### src/rtl/mips_pkg.sv
// Shared MIPS core definitions: fetch FSM states, opcode constants and reset PC.
package mips_pkg;

    typedef enum logic [2:0] {
        IDLE  = 3'd0,
        REQ   = 3'd1,
        WAIT  = 3'd2,
        VALID = 3'd3,
        DRAIN = 3'd4
    } fetch_state_t;

    localparam logic [5:0] OP_RTYPE = 6'h00;
    localparam logic [5:0] OP_J     = 6'h02;
    localparam logic [5:0] OP_JAL   = 6'h03;
    localparam logic [5:0] OP_BEQ   = 6'h04;
    localparam logic [5:0] OP_BNE   = 6'h05;
    localparam logic [5:0] OP_ADDIU = 6'h09;
    localparam logic [5:0] OP_LW    = 6'h23;
    localparam logic [5:0] OP_SW    = 6'h2B;

    localparam logic [31:0] RESET_PC_DEFAULT = 32'h0000_0000;

    function automatic logic [31:0] word_align(input logic [31:0] addr);
        return addr & 32'hFFFF_FFFC;
    endfunction

endpackage

### src/rtl/fetch_unit_if.sv
// Instruction memory request/response bundle between the fetch stage and imem.
interface fetch_unit_if;
    import mips_pkg::*;

    logic        imem_req;
    logic [31:0] imem_addr;
    logic        imem_ready;
    logic        imem_rvalid;
    logic [31:0] imem_rdata;

    modport master (
        output imem_req,
        output imem_addr,
        input  imem_ready,
        input  imem_rvalid,
        input  imem_rdata
    );

    modport slave (
        input  imem_req,
        input  imem_addr,
        output imem_ready,
        output imem_rvalid,
        output imem_rdata
    );

endinterface

### src/rtl/fetch_unit_pc_next.sv
// Next-PC selection for the fetch stage: jal, taken branch, or sequential.
module pc_next
    import mips_pkg::*;
(
    input  logic [31:0] pc_plus4,
    input  logic [25:0] target26,
    input  logic [15:0] imm16,
    input  logic        jal,
    input  logic        branch,
    input  logic        branch_cond,
    output logic [31:0] next_pc
);

    logic [31:0] branch_offset;

    assign branch_offset = {{14{imm16[15]}}, imm16, 2'b00};

    always_comb begin
        next_pc = pc_plus4;
        if (jal) begin
            next_pc = {pc_plus4[31:28], target26, 2'b00};
        end else if (branch && branch_cond) begin
            next_pc = pc_plus4 + branch_offset;
        end
    end

endmodule

### src/rtl/fetch_unit.sv
// Instruction fetch stage: single outstanding imem request, instruction register,
// decoder field breakout and next-PC update, with flush at any point of a fetch.
module fetch_unit
    import mips_pkg::*;
#(
    parameter logic [31:0] RESET_PC = RESET_PC_DEFAULT
) (
    input  logic         clk,
    input  logic         rst,
    fetch_unit_if.master imem,
    input  logic         stall,
    input  logic         jal,
    input  logic         branch,
    input  logic         branch_cond,
    input  logic         flush,
    input  logic [31:0]  flush_pc,
    output logic         inst_valid,
    output logic [31:0]  inst,
    output logic [5:0]   opcode,
    output logic [5:0]   func,
    output logic [4:0]   rs,
    output logic [4:0]   rt,
    output logic [4:0]   rd,
    output logic [15:0]  imm16,
    output logic [25:0]  target26,
    output logic [31:0]  inst_pc,
    output logic [31:0]  pc_plus4
);

    fetch_state_t state, state_nxt;
    logic [31:0]  pc, pc_nxt;
    logic [31:0]  next_pc;
    logic [31:0]  flush_addr;
    logic         inst_ld;

    assign flush_addr = word_align(flush_pc);

    pc_next u_pc_next (
        .pc_plus4    (pc_plus4),
        .target26    (target26),
        .imm16       (imm16),
        .jal         (jal),
        .branch      (branch),
        .branch_cond (branch_cond),
        .next_pc     (next_pc)
    );

    always_ff @(posedge clk or posedge rst) begin
        if (rst) begin
            state   <= IDLE;
            pc      <= word_align(RESET_PC);
            inst    <= '0;
            inst_pc <= word_align(RESET_PC);
        end else begin
            state <= state_nxt;
            pc    <= pc_nxt;
            if (inst_ld) begin
                inst    <= imem.imem_rdata;
                inst_pc <= pc;
            end
        end
    end

    // A flush while a request is in flight (accepted, no data yet) must go
    // through DRAIN so the abandoned response is not mistaken for the new one.
    always_comb begin
        state_nxt = state;
        pc_nxt    = pc;
        inst_ld   = 1'b0;
        case (state)
            IDLE: state_nxt = REQ;
            REQ: begin
                if (flush) pc_nxt = flush_addr;
                if (imem.imem_ready) state_nxt = flush ? DRAIN : WAIT;
            end
            WAIT: begin
                if (flush) begin
                    pc_nxt    = flush_addr;
                    state_nxt = imem.imem_rvalid ? REQ : DRAIN;
                end else if (imem.imem_rvalid) begin
                    inst_ld   = 1'b1;
                    state_nxt = VALID;
                end
            end
            DRAIN: begin
                if (flush) pc_nxt = flush_addr;
                if (imem.imem_rvalid) state_nxt = REQ;
            end
            VALID: begin
                if (flush) begin
                    pc_nxt    = flush_addr;
                    state_nxt = REQ;
                end else if (!stall) begin
                    pc_nxt    = next_pc;
                    state_nxt = REQ;
                end
            end
            default: state_nxt = IDLE;
        endcase
    end

    assign imem.imem_req  = (state == REQ);
    assign imem.imem_addr = pc;
    assign inst_valid     = (state == VALID);

    assign opcode   = inst[31:26];
    assign rs       = inst[25:21];
    assign rt       = inst[20:16];
    assign rd       = inst[15:11];
    assign func     = inst[5:0];
    assign imm16    = inst[15:0];
    assign target26 = inst[25:0];
    assign pc_plus4 = inst_pc + 32'd4;

endmodule

### src/flat_wrapper.sv
// flat-port wrapper written by rule: the top's interface ports become plain ports
module fetch_unit_flat import mips_pkg::*;
#(
    parameter logic [31:0] RESET_PC = RESET_PC_DEFAULT
)
  (clk, rst, stall, jal, branch, branch_cond, flush, flush_pc, inst_valid, inst, opcode, func, rs, rt, rd, imm16, target26, inst_pc, pc_plus4, imem_imem_req, imem_imem_addr, imem_imem_ready, imem_imem_rvalid, imem_imem_rdata);
  fetch_unit_if imem_i ();
  input  logic clk;
  input  logic rst;
  input  logic stall;
  input  logic jal;
  input  logic branch;
  input  logic branch_cond;
  input  logic flush;
  input  logic [31:0] flush_pc;
  output logic inst_valid;
  output logic [31:0] inst;
  output logic [5:0] opcode;
  output logic [5:0] func;
  output logic [4:0] rs;
  output logic [4:0] rt;
  output logic [4:0] rd;
  output logic [15:0] imm16;
  output logic [25:0] target26;
  output logic [31:0] inst_pc;
  output logic [31:0] pc_plus4;
  output wire logic [$bits(imem_i.imem_req)-1:0] imem_imem_req;
  output wire logic [$bits(imem_i.imem_addr)-1:0] imem_imem_addr;
  input wire logic [$bits(imem_i.imem_ready)-1:0] imem_imem_ready;
  input wire logic [$bits(imem_i.imem_rvalid)-1:0] imem_imem_rvalid;
  input wire logic [$bits(imem_i.imem_rdata)-1:0] imem_imem_rdata;
  assign imem_imem_req = imem_i.imem_req;
  assign imem_imem_addr = imem_i.imem_addr;
  assign imem_i.imem_ready = imem_imem_ready;
  assign imem_i.imem_rvalid = imem_imem_rvalid;
  assign imem_i.imem_rdata = imem_imem_rdata;
  fetch_unit #(.RESET_PC(RESET_PC)) u_core (.clk(clk), .rst(rst), .imem(imem_i), .stall(stall), .jal(jal), .branch(branch), .branch_cond(branch_cond), .flush(flush), .flush_pc(flush_pc), .inst_valid(inst_valid), .inst(inst), .opcode(opcode), .func(func), .rs(rs), .rt(rt), .rd(rd), .imm16(imm16), .target26(target26), .inst_pc(inst_pc), .pc_plus4(pc_plus4));
endmodule
### config.mk
export PLATFORM = sky130hd
export DESIGN_NAME = fetch_unit_flat
export DESIGN_NICKNAME = d
export VERILOG_FILES = /design/src/rtl/mips_pkg.sv /design/src/rtl/fetch_unit_if.sv /design/src/rtl/fetch_unit_pc_next.sv /design/src/rtl/fetch_unit.sv /design/src/flat_wrapper.sv
export SDC_FILE = /design/constraint.sdc
export NUM_CORES = 1
export LEC_CHECK = 0
export CORE_AREA = 2 2 147 134
export CTS_BUF_LIST = sky130_fd_sc_hd__clkbuf_4
export CTS_CLUSTER_DIAMETER = 60
export DETAILED_ROUTE_END_ITERATION = 10
export DIE_AREA = 0 0 149 136
export PLACE_DENSITY = 0.82
export SLEW_MARGIN = 20
export SYNTH_ARGS = -nofsm -noshare
export SYNTH_HDL_FRONTEND = slang
export SYNTH_SLANG_ARGS = --single-unit
### constraint.sdc
create_clock -name clk -period 3.75 [get_ports clk]
set_clock_uncertainty 0.05 [all_clocks]
set_input_delay 0.5625 -clock clk [delete_from_list [all_inputs] [get_ports clk]]
set_output_delay 0.5625 -clock clk [all_outputs]
set_load 0.1 [all_outputs]
==> metrics, run 1 <==
worst slew pin tran 1.05 ns; setup_tns 0 ns; clock buffer depth 2; CP max FO 7; post-synth cell types 69; Total GRT Usage 24.5%; nature of the critical path endpoint flop; RSZ-0062 raised after global routing yes; clk sinks 99; Placed Cells 1,277; Yosys warning count 0; Worst Hold Class in -> async; clock slew at reported path FFs 0.16 ns; kind of critical path reg -> reg; Post-Synthesis Cell Area 7380 µm²; Final Hold Fails 0; synthesis-to-finish area growth 45.9%; min cycle time layout 3.61 ns; initial antenna violation count 1; I/O Buffers 269; sequential element share of the synthesized area 33.6%; top_reg_cell synth dfrtp_1; starting density of the core 39.2%; most common cell after layout, fill and taps aside clkdlybuf4s50_1; DRC 0; die area 20,300 µm²; WL/cell 19.6 µm; relative slew slack 29.6%; endpoints failing setup 0; crit path launch type flop; Detailed Route Iter0 Violations 488; Critical Path RT 4.08 ns; first-pass GRT wire length 38,300 µm; fin util 57.1%; Layout Cells excl Fill 1,297; number of H-tree levels 3; vias in the first global route 6,788; crit path DAT 3.93 ns; path depth of the worst reg2reg path 14; largest net degree at the start of global routing 66; Die H 136 µm; Seq cells post-synth 99; row cnt 48; io pins 272; Setup crit start u_core.inst_pc[2]$_DFFE_PP0P_; Total Wirelength 25,400 µm; Highest Clock Rate 277 MHz; Synth Net Count 927; Reg-to-Reg End u_core.imem.imem_addr[31]$_DFFE_PP0P_; Max-Cap Viols 0; Slew Limit Fails 0; cts bufs inserted 9; Chip Width 149 µm; EDFF count, synth 0; DP Wirelength 19,400 µm; routed vias 7,179; fillcell total 1,655; drt via density 5.54; Final GP Congestion 0.866; Worst-Skew Late Latency 0.48 ns; Root Driver clkbuf_4; reg2reg setup slack 0.14 ns; status complete, no violations; Post-Syn Instances 816; Mapped Avg Cell Area 9.05 µm²; Reg-to-Reg Start u_core.inst_pc[2]$_DFFE_PP0P_; proportion of layout cells with a drive suffix above 1 24.3%; Tcrit/Tclk final 96.2%; asr flop ratio synth 100%; number of hold buffers added after cts 0; most frequent cells in the layout clkdlybuf4s50_1, buf_4, nand2_1; Final nets 1,152; GRT overflow 0; CTS tree done; Detail Route Antenna Nets 0; DRT Pass-1 Iters 5; Core Area 18,900 µm²; CP endpoint u_core.imem.imem_addr[31]$_DFFE_PP0P_
kinds of logic after synthesis:
| family | synth area share, % |
|---|---|
| compound gates | 17.3 |
| xor+xnor | 5.69 |
| fa+ha+maj | 6.54 |
| buf+inv | 10.2 |
| flops | 33.6 |
| mux | 10.7 |
| simple gates | 16.0 |
repair_timing:
action                                  CTS  global route
buffers inserted                          0             3
endpoints found under the setup margin    1             9
resized for setup                         1            13
pin swaps                                 0             2
state kept, by name, summed over array words and instances (netlist names):
register and cells:
u_core.inst_pc 32, u_core.state 3, u_core.inst 32, u_core.imem.imem_addr 32
synth_stat cells, drive strengths merged (3+ instances only):
cell type,number,share of area (%)
ha,37,6.3
nand2b,6,0.51
a311oi,4,0.47
nand2,86,4.4
nand3,15,1.1
nor2,51,2.6
o2111ai,3,0.44
o21ai,42,2.9
a221o,3,0.41
a21o,13,1.3
a31oi,5,0.42
mux2,64,9.8
nor4,7,0.88
and3,18,1.5
xor2,20,2.4
a211oi,9,0.92
dfrtp,99,34
mux2i,7,0.95
nor2b,9,0.76
or3,4,0.34
o22ai,5,0.42
and4,7,0.83
a21oi,64,4.3
nor3,13,0.88
buf,79,7.9
a41oi,4,0.47
nor3b,3,0.31
o211ai,12,1.2
o221ai,6,0.71
nand4,8,0.88
o31ai,4,0.41
inv,13,0.66
and2,4,0.36
xnor2,28,3.3
clkbuf,32,1.6
a21boi,3,0.31
a221oi,4,0.47
cell type report:
| cell class | instances | area [µm²] | share of cell area [%] |
|---|---|---|---|
| clock buffer | 9 | 67.6 | 0.627 |
| sequential | 99 | 2500 | 23.3 |
| multi-input combinational | 592 | 4740 | 44.0 |
| inverter | 14 | 55.1 | 0.511 |
| antenna | 1 | 2.50 | 0.0232 |
| timing repair buffer | 325 | 3040 | 28.2 |
| tap | 250 | 313 | 2.90 |
| clock inverter | 7 | 42.5 | 0.395 |
per-stage QoR:
| stage | area, µm² | setup slack [ns] | hold WS, ns |
|---|---|---|---|
| after global placement | 10600 | 0.107 | 0.436 |
| after floorplan | 7950 | -0.432 | 0.566 |
| after detailed placement | 10600 | -0.00665 | 0.439 |
| after global routing | 10800 | -0.0245 | 0.455 |
| final | 10800 | 0.141 | 0.438 |
| after CTS | 10700 | 0.0626 | 0.434 |
critical path, cell delays in order, from the launching register on:
cell	delay [ns]
dfrtp_2	0.44
ha_1	0.29
nand4_1	0.11
buf_4	0.18
nor2_2	0.18
xor2_4	0.11
ha_1	0.31
nand2_1	0.10
nor4_2	0.38
nand3_1	0.18
o31ai_4	0.26
o221ai_1	0.21
or4b_1	0.51
o211ai_1	0.11
nor2_1	0.07
layer usage:
| layer | vias to the layer above | part of all wire [%] | global-route usage (%) |
|---|---|---|---|
| li1 | 3332 | - | - |
| met1 | 3467 | 43 | 33.2 |
| met2 | 329 | 47 | 39.5 |
| met3 | 51 | 6.9 | 3.79 |
| met4 | 0 | 3.3 | 9.58 |
| met5 | - | 0 | 0 |
how the worst min path moves through the flow:
stage | to | cells after the start | slack (ns) | from
detailed placement | u_core.imem.imem_addr[7]$_DFFE_PP0P_ | 2 | 0.44 | u_core.imem.imem_addr[7]$_DFFE_PP0P_
finish | u_core.inst[18]$_DFFE_PP0P_ | 2 | 0.44 | rst
floorplan | u_core.state[2]$_DFFE_PP0P_ | 2 | 0.57 | u_core.state[1]$_DFFE_PP0P_
global placement | u_core.imem.imem_addr[2]$_DFFE_PP0P_ | 2 | 0.44 | u_core.imem.imem_addr[2]$_DFFE_PP0P_
CTS | u_core.inst[18]$_DFFE_PP0P_ | 2 | 0.43 | rst
global route | u_core.imem.imem_addr[1]$_DFFE_PP0P_ | 2 | 0.46 | rst
Power of run 1 is left out: the tool's default activity adds up to more than one toggle a clock period on the data nets, which glitch-free logic cannot reach.
==> run 2, diff against run 1 <==
Settings changed: HOLD_SLACK_MARGIN set to 0.02.
==> results of run 2 <==
Same layout as run 1: the final DEF is identical, and so are final timing and power.
Power of run 2 is left out for the same reason.
==> patch: new RTL, flow settings as in run 1 <==
Make the reset (`rst`) synchronous in one clocked block.
--- a/src/rtl/fetch_unit.sv
+++ b/src/rtl/fetch_unit.sv
@@ -47,3 +47,3 @@
 
-    always_ff @(posedge clk or posedge rst) begin
+    always_ff @(posedge clk) begin
         if (rst) begin
Formal check against the unedited RTL: differs if rst is asserted again (counterexample within 4 cycles, from zero or initial values and one cycle with rst high); with rst held inactive, the same outputs for 4 cycles.
==> patch against run 1 <==
Die area stayed put. Area after synthesis is 1.2% lower. Non-clock buffer count down 9. Worst setup slack got worse by 0.029 ns. Wire length grew 5.1%. Sequential cell count unchanged. Cell area is 1.6% lower. Largest cell class unchanged.
Power is left out: it rests on default switching activity, and per cell area and clock period it moved more than threefold.
==> patch: results (changes against run 1) <==
| Metric | Value |
|---|---|
| Status | finished, final reports clean (unchanged) |
| Placed Instances | 1414 (was 1277) |
| Share of layout cells above drive strength 1 | 0.1600 (was 0.2428) |
| Root Buffer | clkbuf_4 (unchanged) |
| Rel. slew slack | 0.2844 (was 0.2960) |
| Largest net degree at the start of global routing | 56 (was 66) |
| Multi-input logic area | 5054 um^2 (was 4743 um^2) |
| Initial DRC count | 761 (was 488) |
| Compound-cell area share of the yosys netlist | 0.2511 (was 0.1729) |
| Synth cell types | 77 (was 69) |
| Die X | 149 um (unchanged) |
| # fillers | 1745 (was 1655) |
| Clock-cell share of area | 0.01204 (was 0.01022) |
| Max H-tree Level | 3 (unchanged) |
| Inverters | 17 (was 14) |
| Register area | 2047 um^2 (was 2505 um^2) |
| Count of non-CTS buffers in the layout | 316 (was 325) |
| Mux cell area share after synthesis | 0.004288 (was 0.1071) |
| Skew-Pair Late Insertion Delay | 0.50 ns (was 0.48 ns) |
| Via Count | 7958 (was 7179) |
| Area contributors post-synth | dfxtp_1 27%, nand2_1 9.8%, a21oi_1 8.4% (was dfrtp_1 34%, mux2_2 9.6%, buf_4 7.4%) |
| Worst path arrival time | 3.95 ns (was 3.93 ns) |
| First-pass GRT wire length | 40550 um (was 38300 um) |
| Routed WL | 26660 um (was 25380 um) |
| DP Area | 10360 um^2 (was 10580 um^2) |
| Avg Cell Area, Syn | 7.451 um^2 (was 9.048 um^2) |
| RePlAce Congestion | 0.9923 (was 0.8656) |
| Synth Area in Adders | 0.06449 (was 0.06541) |
| Final net count | 1286 (was 1152) |
| Clk pin slew, worst setup/hold paths | 0.17 ns |
| Final HPWL DP | 20560 um (was 19350 um) |
| Pre-CTS setup slack | -0.004491 ns (was -0.006655 ns) |
| Synth top cells by count | 191 x nand2_1, 123 x a21oi_1, 99 x dfxtp_1 (was 99 x dfrtp_1, 86 x nand2_1, 73 x buf_4) |
| Initial antenna violation count | 2 (was 1) |
| Clock Path Buffers | 2 (unchanged) |
| Global Route Usage Sum | 0.2568 (was 0.2451) |
| Slowest-stage cell, CP | dfxtp_4 (was or4b_1) |
| Post-Synth XOR/XNOR Area | 0.05043 (was 0.05694) |
| Post-CTS Resized | 1 (unchanged) |
| Vias in the first global route | 7247 (was 6788) |
| Hold Path Class | flop to flop (was primary input to async pin) |
| Seq/Total Area, Yosys | 0.2717 (was 0.3355) |
| Ys async rst share | 0 (was 1.000) |
| Buffering overhead | 0.2822 (was 0.2823) |
| Wire length per cell | 18.62 um (was 19.56 um) |
| Fraction of area in registers | 0.1932 (was 0.2326) |
| Synthesized Nets | 1089 (was 927) |
| #MultiIn Comb | 733 (was 592) |
| CP peak stage delay | 0.42 ns (was 0.51 ns) |
## patch: cell count changes after synthesis, sizes merged, moves of 7 or more
cell,delta
nand2,+106
dfrtp,-99
dfxtp,+99
mux2,-63
a21oi,+60
clkbuf,+24
o21ai,-15
nand3,+10
a21o,+9
o211ai,+9
a211oi,+7
nand4,+7
xnor2,-7
## patch: path summary, 6_finish.rpt
check,slack [ns],depth (start not counted),to,from
max,0.11,16,u_core.imem.imem_addr[26],u_core.inst_pc[3]
min,0.42,2,u_core.inst_pc[2],u_core.imem.imem_addr[2]
max reg2reg,0.11,16,u_core.imem.imem_addr[26],u_core.inst_pc[3]
min reg2reg,0.42,2,u_core.inst_pc[2],u_core.imem.imem_addr[2]
## patch: metal layers
layer  global-route usage  share of wire  routed length (um)
met1               0.3527           0.44               11730
met2               0.3930           0.44               11810
met3              0.06510          0.090                2393
met4              0.08571          0.027                 717
met5                    0        0.00049                  13
